**src/rtl/load_store_unit_pkg.sv**
```systemverilog
// Shared constants, types and decode helpers for the load/store unit.
package load_store_unit_pkg;

  localparam int unsigned MEM_ADDR_WIDTH = 10;
  localparam int unsigned MEM_DATA_WIDTH = 32;
  localparam int unsigned XLEN           = 32;

  // RV32 funct3 encodings
  localparam logic [2:0] F3_LB  = 3'b000;
  localparam logic [2:0] F3_LH  = 3'b001;
  localparam logic [2:0] F3_LW  = 3'b010;
  localparam logic [2:0] F3_LBU = 3'b100;
  localparam logic [2:0] F3_LHU = 3'b101;
  localparam logic [2:0] F3_SB  = 3'b000;
  localparam logic [2:0] F3_SH  = 3'b001;
  localparam logic [2:0] F3_SW  = 3'b010;

  // FSM state encodings
  localparam logic [2:0] ST_IDLE   = 3'd0;
  localparam logic [2:0] ST_ACCESS = 3'd1;
  localparam logic [2:0] ST_MERGE  = 3'd2;
  localparam logic [2:0] ST_WRITE  = 3'd3;
  localparam logic [2:0] ST_RESP   = 3'd4;

  typedef enum logic [1:0] {SZ_B, SZ_H, SZ_W} lsu_size_t;

  // Access size from funct3 low bits (bit 2 only selects zero-extension)
  function automatic lsu_size_t f3_size(input logic [2:0] f3);
    case (f3[1:0])
      2'b00:   return SZ_B;
      2'b01:   return SZ_H;
      default: return SZ_W;
    endcase
  endfunction

  // Encodings with no defined load/store meaning
  function automatic logic f3_illegal(input logic store, input logic [2:0] f3);
    if (store) return (f3 != F3_SB) && (f3 != F3_SH) && (f3 != F3_SW);
    return (f3 != F3_LB) && (f3 != F3_LH) && (f3 != F3_LW) &&
           (f3 != F3_LBU) && (f3 != F3_LHU);
  endfunction

  // Halfwords need even addresses, words need 4-byte alignment
  function automatic logic f3_misaligned(input lsu_size_t sz, input logic [1:0] lane);
    case (sz)
      SZ_H:    return lane[0];
      SZ_W:    return lane != 2'b00;
      default: return 1'b0;
    endcase
  endfunction

endpackage

```
**src/rtl/load_store_unit_align.sv**
```systemverilog
// Byte-lane logic: load extract/extend and store read-modify-write merge.
module load_store_unit_align
  import load_store_unit_pkg::*;
(
  input  lsu_size_t                  size_i,
  input  logic                       unsigned_i,
  input  logic [1:0]                 lane_i,
  input  logic [MEM_DATA_WIDTH-1:0]  rdata_i,
  input  logic [MEM_DATA_WIDTH-1:0]  wdata_i,
  input  logic [MEM_DATA_WIDTH-1:0]  old_i,
  output logic [MEM_DATA_WIDTH-1:0]  load_data_c,
  output logic [MEM_DATA_WIDTH-1:0]  merge_data_c
);

  logic [4:0]                shamt;
  logic [MEM_DATA_WIDTH-1:0] lane_data;
  logic [MEM_DATA_WIDTH-1:0] mask;

  // Shift the addressed lane down for loads; build a lane mask for stores
  always_comb begin
    shamt       = {lane_i, 3'b000};
    lane_data   = rdata_i >> shamt;
    load_data_c = lane_data;
    mask        = '1;
    case (size_i)
      SZ_B: begin
        load_data_c = {{24{~unsigned_i & lane_data[7]}}, lane_data[7:0]};
        mask        = 32'h0000_00FF << shamt;
      end
      SZ_H: begin
        load_data_c = {{16{~unsigned_i & lane_data[15]}}, lane_data[15:0]};
        mask        = 32'h0000_FFFF << shamt;
      end
      default: ;
    endcase
    merge_data_c = (old_i & ~mask) | ((wdata_i << shamt) & mask);
  end

endmodule

```
**src/rtl/load_store_unit.sv**
```systemverilog
// RV32 load/store unit in front of a word-addressed memory; sub-word stores via RMW.
module load_store_unit
  import load_store_unit_pkg::*;
(
  input  logic                      clk,
  input  logic                      rst,
  input  logic                      req_valid,
  output logic                      req_ready,
  input  logic                      req_store,
  input  logic [2:0]                req_funct3,
  input  logic [XLEN-1:0]           req_addr,
  input  logic [XLEN-1:0]           req_wdata,
  output logic                      resp_valid,
  input  logic                      resp_ready,
  output logic [XLEN-1:0]           resp_rdata,
  output logic                      resp_fault,
  output logic [XLEN-1:0]           mem_addr,
  output logic [MEM_DATA_WIDTH-1:0] mem_wdata,
  output logic                      mem_rw,
  input  logic [MEM_DATA_WIDTH-1:0] mem_rdata
);

  logic [2:0]                state_q, state_d;
  logic [XLEN-1:0]           addr_q, addr_d;
  logic [2:0]                funct3_q, funct3_d;
  logic                      store_q, store_d;
  logic [XLEN-1:0]           wdata_q, wdata_d;
  logic [MEM_DATA_WIDTH-1:0] old_q, old_d;
  logic                      req_ready_q, req_ready_d;
  logic                      resp_valid_q, resp_valid_d;
  logic [XLEN-1:0]           resp_rdata_q, resp_rdata_d;
  logic                      resp_fault_q, resp_fault_d;
  logic [XLEN-1:0]           mem_addr_q, mem_addr_d;
  logic [MEM_DATA_WIDTH-1:0] mem_wdata_q, mem_wdata_d;
  logic                      mem_rw_q, mem_rw_d;

  lsu_size_t                 size_c;
  logic                      req_fault_c;
  logic [MEM_DATA_WIDTH-1:0] load_data_c;
  logic [MEM_DATA_WIDTH-1:0] merge_data_c;

  // Decode of the registered op and fault screening of the incoming request
  always_comb begin
    size_c      = f3_size(funct3_q);
    req_fault_c = f3_illegal(req_store, req_funct3) ||
                  f3_misaligned(f3_size(req_funct3), req_addr[1:0]);
  end

  load_store_unit_align u_align (
    .size_i       (size_c),
    .unsigned_i   (funct3_q[2]),
    .lane_i       (addr_q[1:0]),
    .rdata_i      (mem_rdata),
    .wdata_i      (wdata_q),
    .old_i        (old_q),
    .load_data_c  (load_data_c),
    .merge_data_c (merge_data_c)
  );

  // Next-state and registered-output logic
  always_comb begin
    state_d      = state_q;
    addr_d       = addr_q;
    funct3_d     = funct3_q;
    store_d      = store_q;
    wdata_d      = wdata_q;
    old_d        = old_q;
    resp_rdata_d = resp_rdata_q;
    resp_fault_d = resp_fault_q;
    mem_addr_d   = mem_addr_q;
    mem_wdata_d  = mem_wdata_q;
    req_ready_d  = 1'b0;
    resp_valid_d = 1'b0;
    mem_rw_d     = 1'b0;

    case (state_q)
      ST_IDLE: begin
        if (req_valid && req_ready_q) begin
          addr_d   = req_addr;
          funct3_d = req_funct3;
          store_d  = req_store;
          wdata_d  = req_wdata;
          if (req_fault_c) begin
            // Faulting requests never reach the memory port
            resp_rdata_d = '0;
            resp_fault_d = 1'b1;
            state_d      = ST_RESP;
          end else begin
            mem_addr_d = {2'b00, req_addr[XLEN-1:2]};
            state_d    = ST_ACCESS;
          end
        end
      end
      ST_ACCESS: begin
        if (!store_q) begin
          resp_rdata_d = load_data_c;
          resp_fault_d = 1'b0;
          state_d      = ST_RESP;
        end else if (size_c == SZ_W) begin
          mem_wdata_d = wdata_q;
          state_d     = ST_WRITE;
        end else begin
          old_d   = mem_rdata;
          state_d = ST_MERGE;
        end
      end
      ST_MERGE: begin
        mem_wdata_d = merge_data_c;
        state_d     = ST_WRITE;
      end
      ST_WRITE: begin
        resp_rdata_d = '0;
        resp_fault_d = 1'b0;
        state_d      = ST_RESP;
      end
      ST_RESP: begin
        if (resp_ready) begin
          resp_rdata_d = '0;
          resp_fault_d = 1'b0;
          state_d      = ST_IDLE;
        end
      end
      default: state_d = ST_IDLE;
    endcase

    // Handshake and strobe outputs follow the state being entered
    req_ready_d  = (state_d == ST_IDLE);
    resp_valid_d = (state_d == ST_RESP);
    mem_rw_d     = (state_d == ST_WRITE);
  end

  // State register with synchronous reset
  always_ff @(posedge clk) begin
    if (rst) begin
      state_q      <= ST_IDLE;
      addr_q       <= '0;
      funct3_q     <= '0;
      store_q      <= 1'b0;
      wdata_q      <= '0;
      old_q        <= '0;
      req_ready_q  <= 1'b1;
      resp_valid_q <= 1'b0;
      resp_rdata_q <= '0;
      resp_fault_q <= 1'b0;
      mem_addr_q   <= '0;
      mem_wdata_q  <= '0;
      mem_rw_q     <= 1'b0;
    end else begin
      state_q      <= state_d;
      addr_q       <= addr_d;
      funct3_q     <= funct3_d;
      store_q      <= store_d;
      wdata_q      <= wdata_d;
      old_q        <= old_d;
      req_ready_q  <= req_ready_d;
      resp_valid_q <= resp_valid_d;
      resp_rdata_q <= resp_rdata_d;
      resp_fault_q <= resp_fault_d;
      mem_addr_q   <= mem_addr_d;
      mem_wdata_q  <= mem_wdata_d;
      mem_rw_q     <= mem_rw_d;
    end
  end

  assign req_ready  = req_ready_q;
  assign resp_valid = resp_valid_q;
  assign resp_rdata = resp_rdata_q;
  assign resp_fault = resp_fault_q;
  assign mem_addr   = mem_addr_q;
  assign mem_wdata  = mem_wdata_q;
  assign mem_rw     = mem_rw_q;

endmodule

```
**config.mk**
```make
export PLATFORM = sky130hd
export DESIGN_NAME = load_store_unit
export DESIGN_NICKNAME = d
export VERILOG_FILES = /design/src/rtl/load_store_unit_pkg.sv /design/src/rtl/load_store_unit_align.sv /design/src/rtl/load_store_unit.sv
export SDC_FILE = /design/constraint.sdc
export NUM_CORES = 1
export LEC_CHECK = 0
export ABC_AREA = 1
export ABC_CLOCK_PERIOD_IN_PS = 1900
export CAP_MARGIN = 0
export CORE_MARGIN = 5
export CORE_UTILIZATION = 30
export DETAILED_ROUTE_END_ITERATION = 6
export DONT_BUFFER_PORTS = 1
export GPL_TIMING_DRIVEN = 0
export PLACE_DENSITY = 0.47
export SLEW_MARGIN = 40
export SYNTH_ARGS = -nofsm -noshare
export SYNTH_HDL_FRONTEND = slang
export SYNTH_HIERARCHICAL = 1
export SYNTH_SLANG_ARGS = --single-unit
```
**constraint.sdc**
```tcl
create_clock -name clk -period 1.9 [get_ports clk]
set_clock_uncertainty 0.1 [all_clocks]
set_input_delay 0.38 -clock clk [delete_from_list [all_inputs] [get_ports clk]]
set_output_delay 0.38 -clock clk [all_outputs]
set_load 0.005 [all_outputs]
```
==> flow_summary.ini <==
[detailed_routing]
wl_per_cell_um = 17.8
vias_per_cell = 4.75
route.detailed.drc = 0
totalWireLength_mm = 32.1
drt-pass1-iter-count = 5
vias = 8566
drt_iter0_drc = 669
drtAntennaViolNets = 0

[worst_setup_path]
critical_path_class = reg -> reg
startpoint_type = register
critPathMaxFanout = 10
arrival_ns = 2.06
r2r_slack_ns = 0.10
crit_path_end = resp_rdata[26]
cp-startpoint = addr_q[0]
r2r_cells = 10
endpoint_kind = register
required_ns = 2.16
rr_startpoint = addr_q[0]
r2r-end = resp_rdata[26]

[synthesis]
synth_mux_area_share_pct = 0
yosysWarnings = 6
synthTopCellsByCount = nand2_1, nor2_1, dfxtp_1, a21oi_1, inv_1
synth_compound_area_share_pct = 17.2
synthFlopType = dfxtp_1
synth.area.top_cells = dfxtp_1, nand2_1, nor2_1, a21oi_1, o21ai_0
synth_edf_count = 0
netlist_area_mm2 = 0.00860
synthXorXnorAreaFrac_pct = 0
yosys.area_share.simple_pct = 32.5
synthAdderAreaFrac_pct = 0
ys_async_sr_fraction_pct = 0
yosysMostFrequentCell = nand2_1
synth_sequential_area_ratio_pct = 39.8
yosys.area.top_type = dfxtp_1
yosysTopAreaCellShare_pct = 39.8
synth_top_family_by_area = simple AND/OR/NAND/NOR gates
synthDistinctLibCells = 31
synthCells = 1329
synth_seq_cells = 171
synth.avg_cell_area_um2 = 6.47

[power_and_ir_drop]
power_density_mw_per_mm2 = 968
pwr-share-seq_pct = 41.5
p_sw_mw = 3.36
power_leakage_nw = 4.65
internal-power_mw = 6.69
combPwrFrac_pct = 24.3
power_frac_clock_pct = 34.3
switching_share_pct = 33.4
ir_drop_mv = 0.580

[final_layout]
drive_above_1_share_pct = 10.7
multi_input_area_mm2 = 0.00439
final_net_count = 1510
area_growth_pct = 20.7
insertedDiodeCount = 0
num-fill-cells = 3186
final_core_util_pct = 36.5
regArea_mm2 = 0.00343

[floorplanning]
start_util_pct = 30.2
die_h_um = 179
die_area_mm2 = 0.0322
rows = 62
fp.dieW_um = 179
core_region_area_mm2 = 0.0285
io_pins = 204

[clocking]
cts_max_path_buffers = 2
cts_sinks = 171
htree_levels = 4
clk_pin_slew_ns = 0.07
cts_tree = yes
insertion_delay_ns = 0.44
cts-root-buf = clkbuf_16
numCtsBuffers = 17

[timing]
setup-violations-final = 0
fmax_mhz = 556
relSlewSlack_pct = 53.7
slew_viol_final = 0
hold_viol_final = 0
rsz0062_at_grt = true
finalSetupTns_ns = 0
timing.final.ws_setup_ns = 0.101
period_share_pct = 94.7
fin_crit_ns = 1.80
worst_pin_slew_ns = 0.695

[place]
portBuffers = 0
preCtsSetupSlack_ns = -0.499
gp_congestion = 0.954
dp_hpwl_mm = 24.3

[global_routing]
grt_pass1_wl_mm = 47.6
grt_util_all_layers_pct = 19.3
grt_overflow = 0
grt_pass1_vias = 8216
grt_max_degree = 17
antenna_found_initial = 4

[hold_path]
hp-class = in -> reg

[status]
outcome = finished clean

[flow_run]
drv_cap = 0
[timing repair]
action	in CTS	in global routing
gates cloned	0	0
hold endpoints to repair	55	0
endpoints found under the setup margin	69	109
pin swaps	0	5
hold buffers	55	0
buffers inserted	0	2
resized for setup	6	60
[power by group through the flow]
stage,combinational (mW),sequential (mW),clock (mW)
global route,2.75,4.21,3.70
global placement,2.22,4.25,0
finish,2.44,4.17,3.44
detailed placement,2.23,4.25,0
floorplan,1.70,4.14,0
CTS,2.35,4.17,3.55
[cell families after synthesis]
group                  count (synthesis)
and+or+nand+nor                      685
AOI/OAI and AO/OA                    273
buffers and inverters                199
DFF                                  171
other                                  1
[worst max-delay path, cell delays in order, from the launching register on]
cell,delay [ns]
dfxtp_2,0.32
buf_6,0.13
buf_6,0.15
buf_2,0.18
nor2_1,0.30
nand2_1,0.11
nand3_1,0.11
nand2_1,0.07
nand3_1,0.09
nand2_1,0.06
nor2_1,0.10
[cell type report]
class / instances / share of cell area, %
Sequential cell: 171 / 33.1
Tap cell: 384 / 4.63
Clock buffer: 21 / 4.24
Timing Repair Buffer: 57 / 5.45
Inverter: 108 / 3.95
Clock inverter: 11 / 1.16
Buffer: 91 / 5.22
Multi-Input combinational cell: 960 / 42.3
[registers in the layout, indices dropped and copies added (netlist names)]
register,cells
funct3_q,3
wdata_q,32
old_q,32
resp_rdata,32
resp_valid,1
state_q,3
mem_wdata,32
resp_fault,1
addr_q,2
mem_addr,30
mem_rw,1
store_q,1
req_ready,1
[cell usage in the layout (no fill, tap or decap), drive strengths merged]
cell,instances
dlygate4sd3,55
a22oi,23
conb,2
and2,1
nor2,248
a21oi,104
clkinvlp,3
clkbuf,51
dfxtp,171
o211ai,7
inv,110
clkinv,4
nand4,10
a31oi,1
buf,63
nand2,359
o21ai,138
nand3,66
bufinv,2
nor3,1
[stage by stage]
stage                     hold WS (ns)  instances  cell area (µm²)  power, mW
after global routing            0.0153       1803            10400       10.7
after global placement           0.359       1714             9080       6.46
after detailed placement         0.359       1714             9080       6.48
final                           0.0185       1803            10400       10.0
after floorplan                  0.344       1330             8600       5.84
after CTS                    0.0000798       1801            10200       10.1
[routing by layer]
layer  global-route usage (%)  up-vias  part of all wire [%]
met2                     29.8      224                    45
met4                     4.35        8                  0.95
met3                     5.53       26                   7.6
met1                     27.0     3923                    47
met5                        0        -                  0.15
li1                         -     4385                     -
[worst min path at each step]
stage	startpoint	end	slack [ns]	cells after the start
CTS	req_addr[30]	mem_addr[28]	0.00008	2
detailed placement	wdata_q[30]	wdata_q[30]	0.36	2
global route	req_addr[27]	mem_addr[25]	0.02	2
global placement	wdata_q[31]	wdata_q[31]	0.36	2
floorplan	wdata_q[24]	wdata_q[24]	0.34	2
finish	mem_rdata[14]	old_q[14]	0.02	2
No activity file was read; power rests on OpenSTA's default activity.
